File: src/rtl/uart_receiver.sv
// rtl/uart_receiver.sv - 8N1 UART receiver with a valid/ready holding register
// Reports framing errors and overruns as single-cycle pulses; never stalls the line.
module uart_receiver #(
  parameter int CLKS_PER_BIT = 234
) (
  input  logic       clk,
  input  logic       rst,
  input  logic       uart_rx,
  output logic [7:0] data,
  output logic       valid,
  input  logic       ready,
  output logic       frame_err,
  output logic       overrun
);

  localparam int CW = $clog2(CLKS_PER_BIT);
  localparam int HALF = CLKS_PER_BIT / 2;
  localparam logic [CW-1:0] HALF_M1 = CW'(HALF - 1);
  localparam logic [CW-1:0] BIT_M1 = CW'(CLKS_PER_BIT - 1);

  typedef enum logic [2:0] {
    S_IDLE,
    S_START,
    S_DATA,
    S_STOP,
    S_RECOVER
  } state_t;

  state_t          state_q, state_d;
  logic            sync1_q, sync2_q;
  logic [CW-1:0]   cnt_q, cnt_d;
  logic [2:0]      idx_q, idx_d;
  logic [7:0]      shift_q, shift_d;
  logic [7:0]      data_q, data_d;
  logic            valid_q, valid_d;
  logic            frame_err_q, frame_err_d;
  logic            overrun_q, overrun_d;
  logic            rx_s;
  logic            cnt_half;
  logic            cnt_full;
  logic            stop_sample;

  assign rx_s        = sync2_q;
  assign cnt_half    = (cnt_q == HALF_M1);
  assign cnt_full    = (cnt_q == BIT_M1);
  assign stop_sample = (state_q == S_STOP) && cnt_full;

  always_ff @(posedge clk) begin
    if (rst) begin
      sync1_q     <= 1'b1;
      sync2_q     <= 1'b1;
      state_q     <= S_IDLE;
      cnt_q       <= '0;
      idx_q       <= '0;
      shift_q     <= '0;
      data_q      <= '0;
      valid_q     <= 1'b0;
      frame_err_q <= 1'b0;
      overrun_q   <= 1'b0;
    end else begin
      sync1_q     <= uart_rx;
      sync2_q     <= sync1_q;
      state_q     <= state_d;
      cnt_q       <= cnt_d;
      idx_q       <= idx_d;
      shift_q     <= shift_d;
      data_q      <= data_d;
      valid_q     <= valid_d;
      frame_err_q <= frame_err_d;
      overrun_q   <= overrun_d;
    end
  end

  always_comb begin
    state_d = state_q;
    case (state_q)
      S_IDLE:    if (!rx_s) state_d = S_START;
      S_START:   if (cnt_half) state_d = rx_s ? S_IDLE : S_DATA;
      S_DATA:    if (cnt_full && (idx_q == 3'd7)) state_d = S_STOP;
      S_STOP:    if (cnt_full) state_d = rx_s ? S_IDLE : S_RECOVER;
      S_RECOVER: if (rx_s) state_d = S_IDLE;
      default:   state_d = S_IDLE;
    endcase
  end

  always_comb begin
    cnt_d       = '0;
    idx_d       = idx_q;
    shift_d     = shift_q;
    data_d      = data_q;
    valid_d     = valid_q;
    frame_err_d = 1'b0;
    overrun_d   = 1'b0;

    case (state_q)
      S_IDLE: idx_d = '0;
      S_START: cnt_d = cnt_half ? '0 : cnt_q + CW'(1);
      S_DATA: begin
        if (cnt_full) begin
          shift_d = {rx_s, shift_q[7:1]};
          idx_d   = idx_q + 3'd1;
        end else begin
          cnt_d = cnt_q + CW'(1);
        end
      end
      S_STOP: if (!cnt_full) cnt_d = cnt_q + CW'(1);
      default: cnt_d = '0;
    endcase

    // A delivery and a consumer accept in the same cycle resolve together.
    if (stop_sample && rx_s) begin
      if (!valid_q || ready) begin
        data_d  = shift_q;
        valid_d = 1'b1;
      end else begin
        overrun_d = 1'b1;
      end
    end else if (valid_q && ready) begin
      valid_d = 1'b0;
    end

    if (stop_sample && !rx_s) frame_err_d = 1'b1;
  end

  assign data      = data_q;
  assign valid     = valid_q;
  assign frame_err = frame_err_q;
  assign overrun   = overrun_q;

endmodule

File: config.mk
export PLATFORM = sky130hd
export DESIGN_NAME = uart_receiver
export DESIGN_NICKNAME = d
export VERILOG_FILES = /design/src/rtl/uart_receiver.sv
export SDC_FILE = /design/constraint.sdc
export NUM_CORES = 1
export LEC_CHECK = 0
export CELL_PAD_IN_SITES_DETAIL_PLACEMENT = 1
export CELL_PAD_IN_SITES_GLOBAL_PLACEMENT = 1
export CORE_MARGIN = 10
export CORE_UTILIZATION = 35
export CTS_CLUSTER_DIAMETER = 150
export CTS_CLUSTER_SIZE = 28
export DETAILED_ROUTE_END_ITERATION = 8
export PLACE_DENSITY = 0.75
export SLEW_MARGIN = 20
export SYNTH_ARGS = -nofsm -noshare
export SYNTH_HDL_FRONTEND = slang
export SYNTH_SLANG_ARGS = --single-unit
File: constraint.sdc
create_clock -name clk -period 2.1 [get_ports clk]
set_clock_uncertainty 0.05 [all_clocks]
set_input_delay 0.63 -clock clk [delete_from_list [all_inputs] [get_ports clk]]
set_output_delay 0.63 -clock clk [all_outputs]
set_load 0.03 [all_outputs]
Yosys cells after proc, flatten, opt, wreduce, memory -nomap -nowiden
Cells that the tools add are included.
{"block": "classes", "bitwise": 1, "reduce_logical": 18, "muxes": 18, "addsub": 2, "eq_ne": 14}
{"operator": "$mux W3", "n": 7}
{"operator": "$mux W8", "n": 2}
{"operator": "$pmux W8 S2", "n": 1}
{"operator": "$pmux W3 S5", "n": 1}
{"operator": "$ne A2 B2 Y1 const B", "n": 6}
{"operator": "$add A8 B1 Y8 const B", "n": 1}
{"operator": "$eq A8 B7 Y1 const B", "n": 1}
{"operator": "$eq A8 B8 Y1 const B", "n": 1}
{"operator": "$reduce_and A2 Y1", "n": 4}
{"operator": "$eq A3 B2 Y1 const B", "n": 2}
{"operator": "$eq A3 B3 Y1 const B", "n": 2}
{"operator": "$pmux W3 S2", "n": 1}
{"operator": "$logic_and A1 B1 Y1", "n": 5}
{"operator": "$mux W1", "n": 5}
{"operator": "$reduce_and A5 Y1", "n": 1}
{"operator": "$reduce_bool A2 Y1", "n": 2}
{"operator": "$reduce_or A2 Y1", "n": 2}
{"operator": "$add A3 B1 Y3 const B", "n": 1}
{"operator": "$eq A3 B1 Y1 const B", "n": 1}
{"operator": "$logic_not A3 Y1", "n": 1}
{"operator": "$logic_not A1 Y1", "n": 2}
{"operator": "$mux W2", "n": 1}
{"operator": "$ne A2 B1 Y1 const B", "n": 1}
{"operator": "$logic_or A1 B1 Y1", "n": 1}
{"operator": "$not A1 Y1", "n": 1}
{"block": "word_totals", "wordCells": 63, "regBits": 35}

Depth between registers and ports, before layout
Gate-level depths: netlist of the first run.
{"block": "logic_depth", "word_depth": 5, "depth_mapped": 7, "depth_no_buf": 6}

Least setup slack after synthesis of the first run
Ideal clock, no wire load.
{"block": "synth_path", "kind": "register to register", "from": "register cnt_q[0]", "to": "register data_q[4], in the netlist data[4]", "required_time_ns": 1.922, "path_buffers": 1, "path_stages_with_launch": 7, "slack_ns": 0.330, "period_less_slack_ns": 1.770, "arrival_time_ns": 1.592, "cell_sequence": "dfxtp_1 -> ha_1 -> nand4bb_4 -> or4b_1 -> buf_4 -> mux2i_1 -> nor2_1"}
{"block": "synth_between", "elab_chain_cells": 4}
{"item": "start: declaration", "line": "31", "text": "logic [CW-1:0] cnt_q, cnt_d;"}
{"item": "start signal: assignment", "line": "64", "text": "cnt_q <= cnt_d;"}
{"item": "$eq A8 B8 Y1", "line": "45", "text": "assign cnt_full = (cnt_q == BIT_M1);"}
{"item": "$logic_and A1 B1 Y1", "line": "46", "text": "assign stop_sample = (state_q == S_STOP) && cnt_full;"}
{"item": "$logic_and A1 B1 Y1", "line": "111", "text": "if (stop_sample && rx_s) begin"}
{"item": "$reduce_and A2 Y1 (no line)"}
{"item": "end signal: assignment", "line": "67", "text": "data_q <= data_d;"}
{"item": "end: declaration", "line": "34", "text": "logic [7:0] data_q, data_d;"}
Every way passes these cells.
A chain may end at the register's enable or synchronous reset.

Final worst setup path of the first run
{"block": "layout_path", "from": "register data_q[0], in the netlist data[0]", "to": "output data[0]"}
{"item": "end: declaration", "line": "9", "text": "output logic [7:0] data,"}
No word-level cell between the ends.

==> results of run 1 <==
[cell families (layout without fill, tap and decap cells)]
logic type / after synthesis / in the layout / synth area share
AOI/OAI and AO/OA: 13 / 13 / 0.06234
xor gates and xnor gates: 6 / 6 / 0.03587
adders and majority gates: 5 / 5 / 0.04270
buffers and inverters: 7 / 28 / 0.02135
DFF: 35 / 35 / 0.4782
muxes: 17 / 17 / 0.1161
and+or+nand+nor: 65 / 65 / 0.2434
[where the power goes]
| group | internal (W) | leakage [nW] | total [W] | switching, W |
|---|---|---|---|---|
| logic | 0.0000116 | 0.330 | 0.0000244 | 0.0000128 |
| clock network | 0.000347 | 0.0502 | 0.000591 | 0.000245 |
| registers | 0.000666 | 0.283 | 0.000668 | 0.00000272 |
[final cells by class]
class | count | area, um^2 | area share
repair buffers | 19 | 177.7 | 0.09923
well taps | 50 | 62.56 | 0.03494
clock buffers | 5 | 68.82 | 0.03843
clock inverters | 2 | 37.54 | 0.02096
multi-input cells | 106 | 734.5 | 0.4102
inverters | 2 | 7.507 | 0.004193
flip-flops and latches | 35 | 701.9 | 0.3920
[flip-flops by register name, indices dropped and copies added, names as in the netlist]
name / flops
frame_err: 1
state_q: 3
rx_s: 1
shift_q: 8
data: 8
valid: 1
idx_q: 3
overrun: 1
cnt_q: 8
sync1_q: 1
[worst paths after layout]
path / from / to / slack (ns) / cells past startpoint
worst max-delay path: data[0] / data[0] / 0.11 / 1
worst min-delay path: sync1_q / rx_s / 0.37 / 1
worst min register to register: sync1_q / rx_s / 0.37 / 1
worst max register to register: cnt_q[1] / data[2] / 0.21 / 7
[stage by stage]
stage                     setup TNS (ns)    util  std cells  total power (W)  instance area [um^2]
after floorplan                        0       -        148        0.0006961                  1465
after global placement           -0.9085  0.4174        212        0.0007073                  1682
after detailed placement         -0.9934  0.4174        212        0.0007083                  1682
after CTS                              0  0.4438        219         0.001301                  1788
after global routing                   0  0.4444        219         0.001343                  1790
final                                  0  0.4444        219         0.001284                  1790
[timing repair]
| action | CTS | global route |
|---|---|---|
| endpoints found under the setup margin | 0 | 2 |
| resized for setup | 0 | 2 |
| buffers inserted | 0 | 0 |
[Yosys cell counts (3+ instances only)]
master	n	area share
nand2b_1	4	0.017
nand3_1	4	0.014
nor2b_1	3	0.013
dfxtp_1	35	0.48
mux2i_1	17	0.12
a21oi_1	3	0.010
ha_1	5	0.043
a22o_1	3	0.018
nor3_1	3	0.010
nor2_1	29	0.074
xnor2_1	4	0.024
clkbuf_1	3	0.0077
nand2_1	7	0.018
[placed cells by master (no fill, tap or decap), drive strengths merged]
master	count
and2	1
and4bb	1
nand2	7
inv	2
xor2	2
nor2b	3
nor4b	2
a21oi	3
clkinvlp	1
a31o	1
buf	5
a21o	1
a22o	3
mux2i	17
xnor2	4
or4b	1
nand3	4
nor4	1
nand3b	1
nand4	2
nor2	29
ha	5
a21bo	1
bufinv	1
dfxtp	35
a2111oi	1
nand2b	4
clkbuf	5
or3b	1
clkdlybuf4s50	14
and3	1
o21ai	3
nand4b	1
or2	2
nand4bb	1
nor3	3
[metal layers]
layer / wire [um] / vias up / part of all wire
met5: 0 / - / 0
met4: 57 / 0 / 0.018
met3: 199 / 6 / 0.064
met2: 1615 / 15 / 0.52
met1: 1242 / 530 / 0.40
li1: - / 551 / -
==> impl_metrics.json, run 1 <==
{
  "grt_start_max_net_pins": 21,
  "clk_path_buf_depth": 2,
  "place_ws_ns": -0.1549,
  "period_share": 0.9466,
  "ys_seq_elements": 35,
  "cp-end-kind": "output port",
  "drc_errors": 0,
  "num_antenna_cells": 0,
  "arrival_ns": 1.31,
  "root_buffer": "clkbuf_8",
  "use_met1": 0.1001,
  "cpPeakStageDelay_ns": 0.69,
  "die_x_um": 84.70,
  "hold_class": "reg2reg",
  "fin_ws_ns": 0.1122,
  "final_nets": 178,
  "viasPerCell": 5.032,
  "ys_warn_count": 0,
  "grt_overflow": 0,
  "cts_tree": "yes",
  "leakagePower_nw": 0.6634,
  "status": "completed",
  "fin_crit_ns": 1.988,
  "first_global_vias": 1196,
  "synth_nets": 157,
  "critPathLaunchType": "flop",
  "tightestPinTransition_ns": 0.4283,
  "routedWlPerCell_um": 14.22,
  "first_pass_iters": 4,
  "path_class": "reg2out",
  "drt-total-wl_mm": 3.115,
  "cp_num_buf_inv": 1,
  "cts_sinks": 35,
  "synth_area_um2": 1465,
  "grt_pass1_wl_mm": 5.809,
  "core_um2": 4029,
  "synth_edf_count": 0,
  "grt_usage": 0.09840,
  "clkTransAtPathRegs_ns": 0.07,
  "worst-path-max-fanout": 2,
  "num_rows": 23,
  "area_growth_pct": 22.20,
  "crit_family": "buffers and inverters",
  "max_freq_mhz": 503.1,
  "synth.avg_cell_area_um2": 9.900,
  "grt_util_met3": 0.05314,
  "drv_slew": 0,
  "maxSlewHeadroom": 0.7138,
  "io_buffers": 14,
  "cts_hold_buf": 0,
  "die_height_um": 84.70,
  "cts_htree_levels": 2,
  "synth-async-reset-ratio": 0,
  "cp.required_ns": 1.42,
  "antenna_found_initial": 0,
  "synth_cell_types": 35,
  "grt_use_met2": 0.1647,
  "drive_gt1_frac": 0.1124,
  "drt_iter0_drc": 27,
  "synthFlopType": "dfxtp_1",
  "busiest_layer": "met2",
  "hold_ws_ns": 0.3739,
  "die_area_um2": 7174,
  "p_per_area_nw_per_um2": 717.3,
  "insertion_delay_ns": 0.29,
  "initial_core_util": 0.3637,
  "place_congestion": 0.7072,
  "cp_slowest_cell": "clkdlybuf4s50_1",
  "num_io_pins": 15,
  "crit_path_cell_trace": "clkdlybuf4s50_1",
  "maxCapViolations": 0,
  "hold_violations": 0,
  "synth_seq_area_share": 0.4782,
  "syn_inst": 148,
  "ir_drop_mv": 0.3944,
  "cts_buffers": 5,
  "setup_viol": 0,
  "ant_nets": 0,
  "rsz0062_at_grt": "false",
  "vias": 1102,
  "place_hpwl_mm": 2.358,
  "fillerInstances": 463
}
Power figures use the tool's default switching activity.
==> inputs of run 2 (changes only) <==
--- a/config.mk
+++ b/config.mk
@@ -13,6 +13,7 @@
 export CTS_CLUSTER_SIZE = 28
 export DETAILED_ROUTE_END_ITERATION = 8
 export PLACE_DENSITY = 0.75
+export SKIP_CTS_REPAIR_TIMING = 1
 export SLEW_MARGIN = 20
 export SYNTH_ARGS = -nofsm -noshare
 export SYNTH_HDL_FRONTEND = slang
==> results of run 2 <==
No change in the layout: final DEF, timing and power equal those of run 1.
